<file path="config.mk">
export PLATFORM = sky130hd
export DESIGN_NAME = melody_player
export DESIGN_NICKNAME = d
export VERILOG_FILES = /design/src/rtl/melody_player.sv
export SDC_FILE = /design/constraint.sdc
export NUM_CORES = 1
export LEC_CHECK = 0
export CORE_ASPECT_RATIO = 0.5
export CORE_MARGIN = 5
export CORE_UTILIZATION = 65
export CTS_BUF_LIST = sky130_fd_sc_hd__clkbuf_2 sky130_fd_sc_hd__clkbuf_4 sky130_fd_sc_hd__clkbuf_8
export DETAILED_ROUTE_END_ITERATION = 16
export DONT_BUFFER_PORTS = 1
export PLACE_DENSITY = 0.81
export SYNTH_ARGS = -nofsm -noshare
export SYNTH_HDL_FRONTEND = slang
export SYNTH_SLANG_ARGS = --single-unit
export TNS_END_PERCENT = 30
</file>
<file path="constraint.sdc">
create_clock -name clk -period 4.2 [get_ports clk]
set_input_delay 0.84 -clock clk [delete_from_list [all_inputs] [get_ports clk]]
set_output_delay 0.84 -clock clk [all_outputs]
set_load 0.03 [all_outputs]
</file>
<file path="src/rtl/melody_player.sv">
// Fixed 16-beat melody sequencer producing square-wave PCM on both channels.
// The left channel plays at the note pitch and the right channel one octave lower.
module melody_player #(
  parameter int unsigned BEAT_CYCLES = 12_500_000
) (
  input  logic        clk,
  input  logic        rst_n,
  input  logic        play,
  input  logic        stop,
  input  logic        vol_up,
  input  logic        vol_down,
  input  logic        mute,
  output logic [15:0] audio_left,
  output logic [15:0] audio_right,
  output logic [3:0]  beat_idx,
  output logic [1:0]  state,
  output logic [2:0]  volume
);

  typedef enum logic [1:0] {
    StStop  = 2'd0,
    StPlay  = 2'd1,
    StPause = 2'd2
  } state_e;

  localparam int unsigned BeatW = (BEAT_CYCLES > 1) ? $clog2(BEAT_CYCLES) : 1;
  localparam logic [BeatW-1:0] BeatLast = BeatW'(BEAT_CYCLES - 1);

  localparam logic [2:0] VolMin   = 3'd1;
  localparam logic [2:0] VolMax   = 3'd5;
  localparam logic [2:0] VolReset = 3'd3;

  state_e           state_q, state_d;
  logic [BeatW-1:0] beat_cnt_q, beat_cnt_d;
  logic [3:0]       beat_q, beat_d;
  logic [18:0]      cnt_l_q, cnt_l_d;
  logic [18:0]      cnt_r_q, cnt_r_d;
  logic             phase_l_q, phase_l_d;
  logic             phase_r_q, phase_r_d;
  logic [2:0]       vol_q, vol_d;
  logic             mute_q;
  logic [15:0]      left_q, left_d;
  logic [15:0]      right_q, right_d;

  logic [3:0]       note;
  logic [18:0]      half_l;
  logic [18:0]      half_r;
  logic [15:0]      amp;
  logic             silent;

  function automatic logic [3:0] melody_note(input logic [3:0] idx);
    logic [3:0] n;
    case (idx)
      4'd0:    n = 4'd1;
      4'd1:    n = 4'd1;
      4'd2:    n = 4'd5;
      4'd3:    n = 4'd5;
      4'd4:    n = 4'd6;
      4'd5:    n = 4'd6;
      4'd6:    n = 4'd5;
      4'd7:    n = 4'd0;
      4'd8:    n = 4'd4;
      4'd9:    n = 4'd4;
      4'd10:   n = 4'd3;
      4'd11:   n = 4'd3;
      4'd12:   n = 4'd2;
      4'd13:   n = 4'd2;
      4'd14:   n = 4'd1;
      default: n = 4'd0;
    endcase
    return n;
  endfunction

  // Rests keep a harmless period; their samples are forced to zero anyway.
  function automatic logic [18:0] half_period(input logic [3:0] code);
    logic [18:0] h;
    case (code)
      4'd1:    h = 19'd190839;
      4'd2:    h = 19'd170068;
      4'd3:    h = 19'd151515;
      4'd4:    h = 19'd143266;
      4'd5:    h = 19'd127551;
      4'd6:    h = 19'd113636;
      4'd7:    h = 19'd101214;
      4'd8:    h = 19'd95602;
      default: h = 19'd190839;
    endcase
    return h;
  endfunction

  assign note   = melody_note(beat_q);
  assign half_l = half_period(note);
  assign half_r = {half_l[17:0], 1'b0};

  // Play state machine; stop always dominates play.
  always_comb begin
    state_d = state_q;
    if (stop) begin
      state_d = StStop;
    end else if (play) begin
      case (state_q)
        StStop:  state_d = StPlay;
        StPlay:  state_d = StPause;
        StPause: state_d = StPlay;
        default: state_d = StStop;
      endcase
    end
  end

  // Beat and phase sequencing. STOP holds everything rewound, PAUSE holds.
  always_comb begin
    beat_cnt_d = beat_cnt_q;
    beat_d     = beat_q;
    cnt_l_d    = cnt_l_q;
    cnt_r_d    = cnt_r_q;
    phase_l_d  = phase_l_q;
    phase_r_d  = phase_r_q;
    if (stop || (state_q == StStop)) begin
      beat_cnt_d = '0;
      beat_d     = 4'd0;
      cnt_l_d    = 19'd0;
      cnt_r_d    = 19'd0;
      phase_l_d  = 1'b1;
      phase_r_d  = 1'b1;
    end else if (state_q == StPlay) begin
      if (beat_cnt_q == BeatLast) begin
        beat_cnt_d = '0;
        beat_d     = beat_q + 4'd1;
        cnt_l_d    = 19'd0;
        cnt_r_d    = 19'd0;
        phase_l_d  = 1'b1;
        phase_r_d  = 1'b1;
      end else begin
        beat_cnt_d = beat_cnt_q + BeatW'(1);
        if (cnt_l_q == (half_l - 19'd1)) begin
          cnt_l_d   = 19'd0;
          phase_l_d = ~phase_l_q;
        end else begin
          cnt_l_d = cnt_l_q + 19'd1;
        end
        if (cnt_r_q == (half_r - 19'd1)) begin
          cnt_r_d   = 19'd0;
          phase_r_d = ~phase_r_q;
        end else begin
          cnt_r_d = cnt_r_q + 19'd1;
        end
      end
    end
  end

  always_comb begin
    vol_d = vol_q;
    if (vol_up && !vol_down && (vol_q != VolMax)) begin
      vol_d = vol_q + 3'd1;
    end else if (vol_down && !vol_up && (vol_q != VolMin)) begin
      vol_d = vol_q - 3'd1;
    end
  end

  // Samples are built from registered state, so they trail control by one cycle.
  assign amp    = {1'b0, vol_q, 12'h000};
  assign silent = (state_q != StPlay) || (note == 4'd0) || mute_q;

  always_comb begin
    left_d  = 16'h0000;
    right_d = 16'h0000;
    if (!silent) begin
      left_d  = phase_l_q ? amp : (~amp + 16'd1);
      right_d = phase_r_q ? amp : (~amp + 16'd1);
    end
  end

  always_ff @(posedge clk or negedge rst_n) begin
    if (!rst_n) begin
      state_q    <= StStop;
      beat_cnt_q <= '0;
      beat_q     <= 4'd0;
      cnt_l_q    <= 19'd0;
      cnt_r_q    <= 19'd0;
      phase_l_q  <= 1'b1;
      phase_r_q  <= 1'b1;
      vol_q      <= VolReset;
      mute_q     <= 1'b0;
      left_q     <= 16'h0000;
      right_q    <= 16'h0000;
    end else begin
      state_q    <= state_d;
      beat_cnt_q <= beat_cnt_d;
      beat_q     <= beat_d;
      cnt_l_q    <= cnt_l_d;
      cnt_r_q    <= cnt_r_d;
      phase_l_q  <= phase_l_d;
      phase_r_q  <= phase_r_d;
      vol_q      <= vol_d;
      mute_q     <= mute;
      left_q     <= left_d;
      right_q    <= right_d;
    end
  end

  assign audio_left  = left_q;
  assign audio_right = right_q;
  assign beat_idx    = beat_q;
  assign state       = state_q;
  assign volume      = vol_q;

endmodule

</file>
* Yosys cells after proc, flatten, opt, wreduce, memory -nomap -nowiden
Memories as Yosys holds them, arrays and structs flattened.
Cells that the tools add are included.
** Storage, ports and cells
- Flip-flop bits (word level) :: 106
- Bits in read-only memories :: 336
- Bits of input ports :: 7
- Output and inout bits :: 41
- Memories kept :: 2
** Cells by class
- $add $sub $neg :: 9
- Equality and inequality tests :: 8
- Mux-type cells :: 31
- Bitwise operators :: 3
- Reductions and logical operators :: 21
** Memory list
- (no name shown) :: depth 16, width 18, rd ports 1, clocked after memory_dff 0, wr ports 0, line 77 : case (code)
- (no name shown) :: depth 16, width 3, rd ports 1, clocked after memory_dff 0, wr ports 0, line 53 : case (idx)
** Operators by type and width (count)
- two-way mux 19 bit :: 8
- two-way mux 24 bit :: 3
- two-way mux 16 bit :: 4
- adder 19 x 1 -> 19 bit, second input constant :: 2
- == test 19 bit :: 2
- subtractor 19 x 1 -> 19 bit, second input constant :: 2
- adder 24 x 1 -> 24 bit, second input constant :: 1
- == test 24 bit, second input constant :: 1
- adder 16 x 1 -> 16 bit, second input constant :: 1
- inverter 15 -> 16 bit :: 1
- two-way mux 4 bit :: 3
- two-way mux 1 bit :: 8
- nonzero test 2 bit :: 4
- two-way mux 3 bit :: 2
- AND reduction 2 bit :: 3
- nonzero test 3 bit :: 2
- adder 4 x 1 -> 4 bit, second input constant :: 1
- logical AND 1 bit :: 4
- logical NOT 4 bit :: 1
- two-way mux 2 bit :: 2
- case mux 2 bit (2 select lines) :: 1
- adder 3 x 1 -> 3 bit, second input constant :: 1
- logical OR 1 bit :: 3
- inequality test 3 x 1 -> 1 bit, second input constant :: 1
- other kinds (9) :: 11

* Longest topological paths before layout
An unclocked memory read counts as a cell.
- Depth in word-level cells :: 8
- Gate-level depth with buffers :: 14

* Worst setup path after synthesis
OpenSTA, ideal clock, no wires.
- Path type :: register to register
- Start point :: register beat_q[2] (netlist: beat_idx[2])
- End point :: register cnt_r_q[9]
- Setup time :: 0.119 ns
- Arrival time :: 3.900 ns
- Slack :: 0.182 ns
- Cell stages (with the launch flop) :: 15
- Period minus slack after synthesis :: 4.018 ns
- Cell sequence :: dfrtp_1 > buf_4 > inv_1 > ha_1 > clkdlybuf4s15_2 > mux2i_1 > mux2_2 > o31ai_1 > o211ai_1 > or4_1 > nor4_2 > a21o_1 > buf_4 > buf_4 > nor2_1
** Between the ends
- Longest elaborated chain between the ends :: 8
** Ends and longest elaborated chain
- from (decl) :: line 35 : logic [3:0] beat_q, beat_d;
- from (signal assigned) :: line 189 : beat_q <= beat_d;
- memory (16 x 3 bit)
- memory (16 x 18 bit)
- subtractor 19 x 1 -> 19 bit :: line 141 : if (cnt_r_q == (half_r - 19'd1)) begin
- == test 19 bit :: line 141
- two-way mux 19 bit :: line 141
- two-way mux 19 bit :: line 126 : if (beat_cnt_q == BeatLast) begin
- two-way mux 19 bit :: line 125 : end else if (state_q == StPlay) begin
- two-way mux 19 bit :: line 118 : if (stop || (state_q == StStop)) begin
- to (signal assigned) :: line 191 : cnt_r_q <= cnt_r_d;
- to (decl) :: line 37 : logic [18:0] cnt_r_q, cnt_r_d;
No other way between the ends. The select of a mux whose other input is x is not followed.
A chain may end at the register's enable or synchronous reset.

* Final worst setup path
- Start point :: register beat_q[1] (netlist: beat_idx[1])
- End point :: register cnt_r_q[3]
Same word-level chain as after synthesis.

==> impl_results.md <==
- Fill count: 707
- Largest net degree at the start of global routing: 82
- Netlist cell types: 85
- Placed insts: 757
- DR WL/cell: 17.7 um
- Drt first-iter violations: 447
- RR Startpoint: beat_idx[1]
- IO Count: 48
- Final setup margin: 0.373 ns
- Max Slew Vio Count: 0
- Critical Path Sink: cnt_r_q[3]
- Hold buffer count at cts: 0
- Post-synthesis register bit count: 81
- Crit path kind: reg2reg
- Register area: 2030 sq um
- Sequential area share after synthesis: 35.1%
- Die width: 143 um
- H-tree Lvls: 3
- GPL Wtd Cong: 0.934
- Cells on worst reg2reg path: 10
- Worst hold path type: in2async
- Commonest cells post-synth: nor2_1 (79), dfrtp_1 (77), nand2_1 (56), xnor2_1 (37), buf_4 (34)
- Largest area contributor in the netlist: dfrtp_1
- Drt total wl: 13.6 mm
- # DRC: 0
- Fin Hold WS: 0.162 ns
- Vias: 4,834
- Unrepaired setup endpoints after global routing: no
- Clk pwr share: 30.7%
- Port bufs: 0
- Synth Instances: 657
- Worst setup path startpoint: beat_idx[1]
- Post-synth EDFFs: 0
- Synth top area share: 33.3%
- Startpoint Class: flip-flop
- Clk_skew: 0.00736 ns
- Power per standard cell area: 288 nW/um^2
- Non-Filler Instances: 773
- Vias in the first global route: 4,476
- Top FF cell, synth: dfrtp_1
- Max cap viols: 0
- Initial Util: 66.5%
- Setup_tns: 0 ns
- Mapped Area: 5790 sq um
- Root buf cell: clkbuf_8
- Gr usage total: 25.2%
- Count leader, synth: nor2_1
- Final Hold Vio Count: 0
- Area contributors post-synth: dfrtp_1 (33%), xnor2_1 (5.6%), nor2_1 (5.1%)
- Initial antenna violation count: 0
- Max rail drop VDD: 0.400 mV
- Period minus WS final: 3.83 ns
- Post-DP HPWL: 9.89 mm
- GRT overflow: 0
- Lkg Pwr: 2.33 nW
- Syn Area/Cell: 8.82 sq um
- # setup viols final: 0
- Pre-antenna DRT Iters: 5
- Row count: 24
- Worst-path clk slew: 0.08 ns
- CP Max Fanout: 18
- Layout cell share with drive strength beyond 1: 10.5%
- Crit path DAT: 4.06 ns
- Seq pwr share: 53.5%
- Clk Latency, worst-skew pair: 0.37 ns
- Antenna Nets Post-Route: 0
- Post-CTS Setup Bufs: 0
- Fmax: 0.261 GHz
- Vias/cell: 6.25
- Core ar.: 8710 sq um
- Switching share of power: 33.4%
- Die Y: 76.8 um
- CTS tree: done
- CTS buffer count: 9
- Switch Pwr: 0.000568 W
- Post-synthesis async set-or-reset flop share: 100%
- Setup Slack @ Placement: 0.422 ns
- Synth warn: 0
- Area of the multi-input gates: 3340 sq um
- Least-Margin Pin Slew: 0.858 ns
- # resized after CTS: 0
- Tot Pwr: 0.00170 W
- # clock sinks: 81
- Final net count: 671
- Reg-to-reg endpoint: cnt_r_q[3]
- Area growth syn-to-layout: 2.05%
- Flop2flop setup slack: 0.37 ns
- Die area: 11,000 sq um
- CP required: 4.43 ns
- Relative slew slack: 42.1%
- Part of the cycle the worst path needs: 91.1%
- Cell Int Power: 0.00113 W
- Power share of the combinational group: 15.7%
- First-pass GRT wire length: 22.5 mm
- CP Capture Type: flip-flop
- Ant. Diodes: 0
- Status: complete, no violations
- Clock buffer depth: 2
through the flow:
| stage | instance area, sq um | utilization (%) |
|---|---|---|
| after global placement | 5740 | 65.9 |
| final | 5910 | 67.9 |
| after detailed placement | 5740 | 65.9 |
| after global routing | 5910 | 67.9 |
| after floorplan | 5880 | - |
| after CTS | 5910 | 67.9 |
worst max-delay path, stage by stage, from the launching register on:
cell and delay, ns:
dfrtp_1 0.49, inv_1 0.14, ha_1 0.44, mux2i_1 0.27, mux2_2 0.37, o31ai_1 0.25
o211ai_1 0.13, or4_1 0.55, nor4_2 0.39, a21o_1 0.55, nor2_1 0.11
final cells by class:
class	instances	area share (%)
multi-input combinational	520	56.6
timing repair buffer	18	2.29
clock buffer	10	2.22
sequential	81	34.4
inverter	21	1.33
clock inverter	6	0.720
tap	117	2.48
layout by cell type (no fill, tap or decap), types with 7 or more instances in the layout:
master / count
nor2_1: 79
dfrtp_1: 77
nand2_1: 56
xnor2_1: 37
xor2_1: 29
nor3_1: 28
nand3_1: 27
o21ai_0: 26
conb_1: 24
inv_1: 20
buf_4: 18
nand4_1: 15
and3_1: 15
a21oi_1: 13
ha_1: 13
mux2i_1: 9
nand2b_1: 9
nor2b_1: 9
clkbuf_8: 9
o31ai_1: 8
a211oi_1: 7
metal layers:
metal  GRT usage [%]  part of all wire (%)  up-vias
met5               0                     0        -
li1                -                     -     2266
met3            6.46                   8.1       35
met4            6.30                   1.8        0
met1            36.2                    46     2343
met2            37.9                    44      190
registers in the layout (all words and copies together), names as in the netlist:
name         count
audio_left       4
audio_right      3
beat_cnt_q      24
beat_idx         4
cnt_l_q         19
cnt_r_q         19
mute_q           1
phase_l_q        1
phase_r_q        1
state            2
volume           3
logic make-up after synthesis:
kind of cell | count (synthesis) | share of synthesized area, %
compound gates | 117 | 15.4
xor+xnor | 66 | 9.98
fa+ha+maj | 13 | 2.81
buf+inv | 79 | 8.66
flops | 81 | 35.1
mux | 14 | 2.79
other cells | 1 | 0.0647
simple gates | 286 | 25.3
how the worst min path moves through the flow:
stage	cells past startpoint	slack [ns]	to
3_3_place_gp	1	0.48	beat_cnt_q[23]
6_report	0	0.16	cnt_r_q[17]
4_1_cts	0	0.15	cnt_r_q[15]
2_1_floorplan	1	0.45	beat_cnt_q[23]
3_5_place_dp	1	0.48	beat_cnt_q[23]
5_1_grt	0	0.15	cnt_r_q[15]
power by group through the flow:
stage	Clock [W]	Sequential, W	Combinational, W
5_1_grt	0.000568	0.000917	0.000293
3_3_place_gp	0	0.000925	0.000256
2_1_floorplan	0	0.000901	0.000252
6_report	0.000523	0.000911	0.000267
4_1_cts	0.000535	0.000910	0.000265
3_5_place_dp	0	0.000926	0.000263
(Power assumes the default switching activity.)
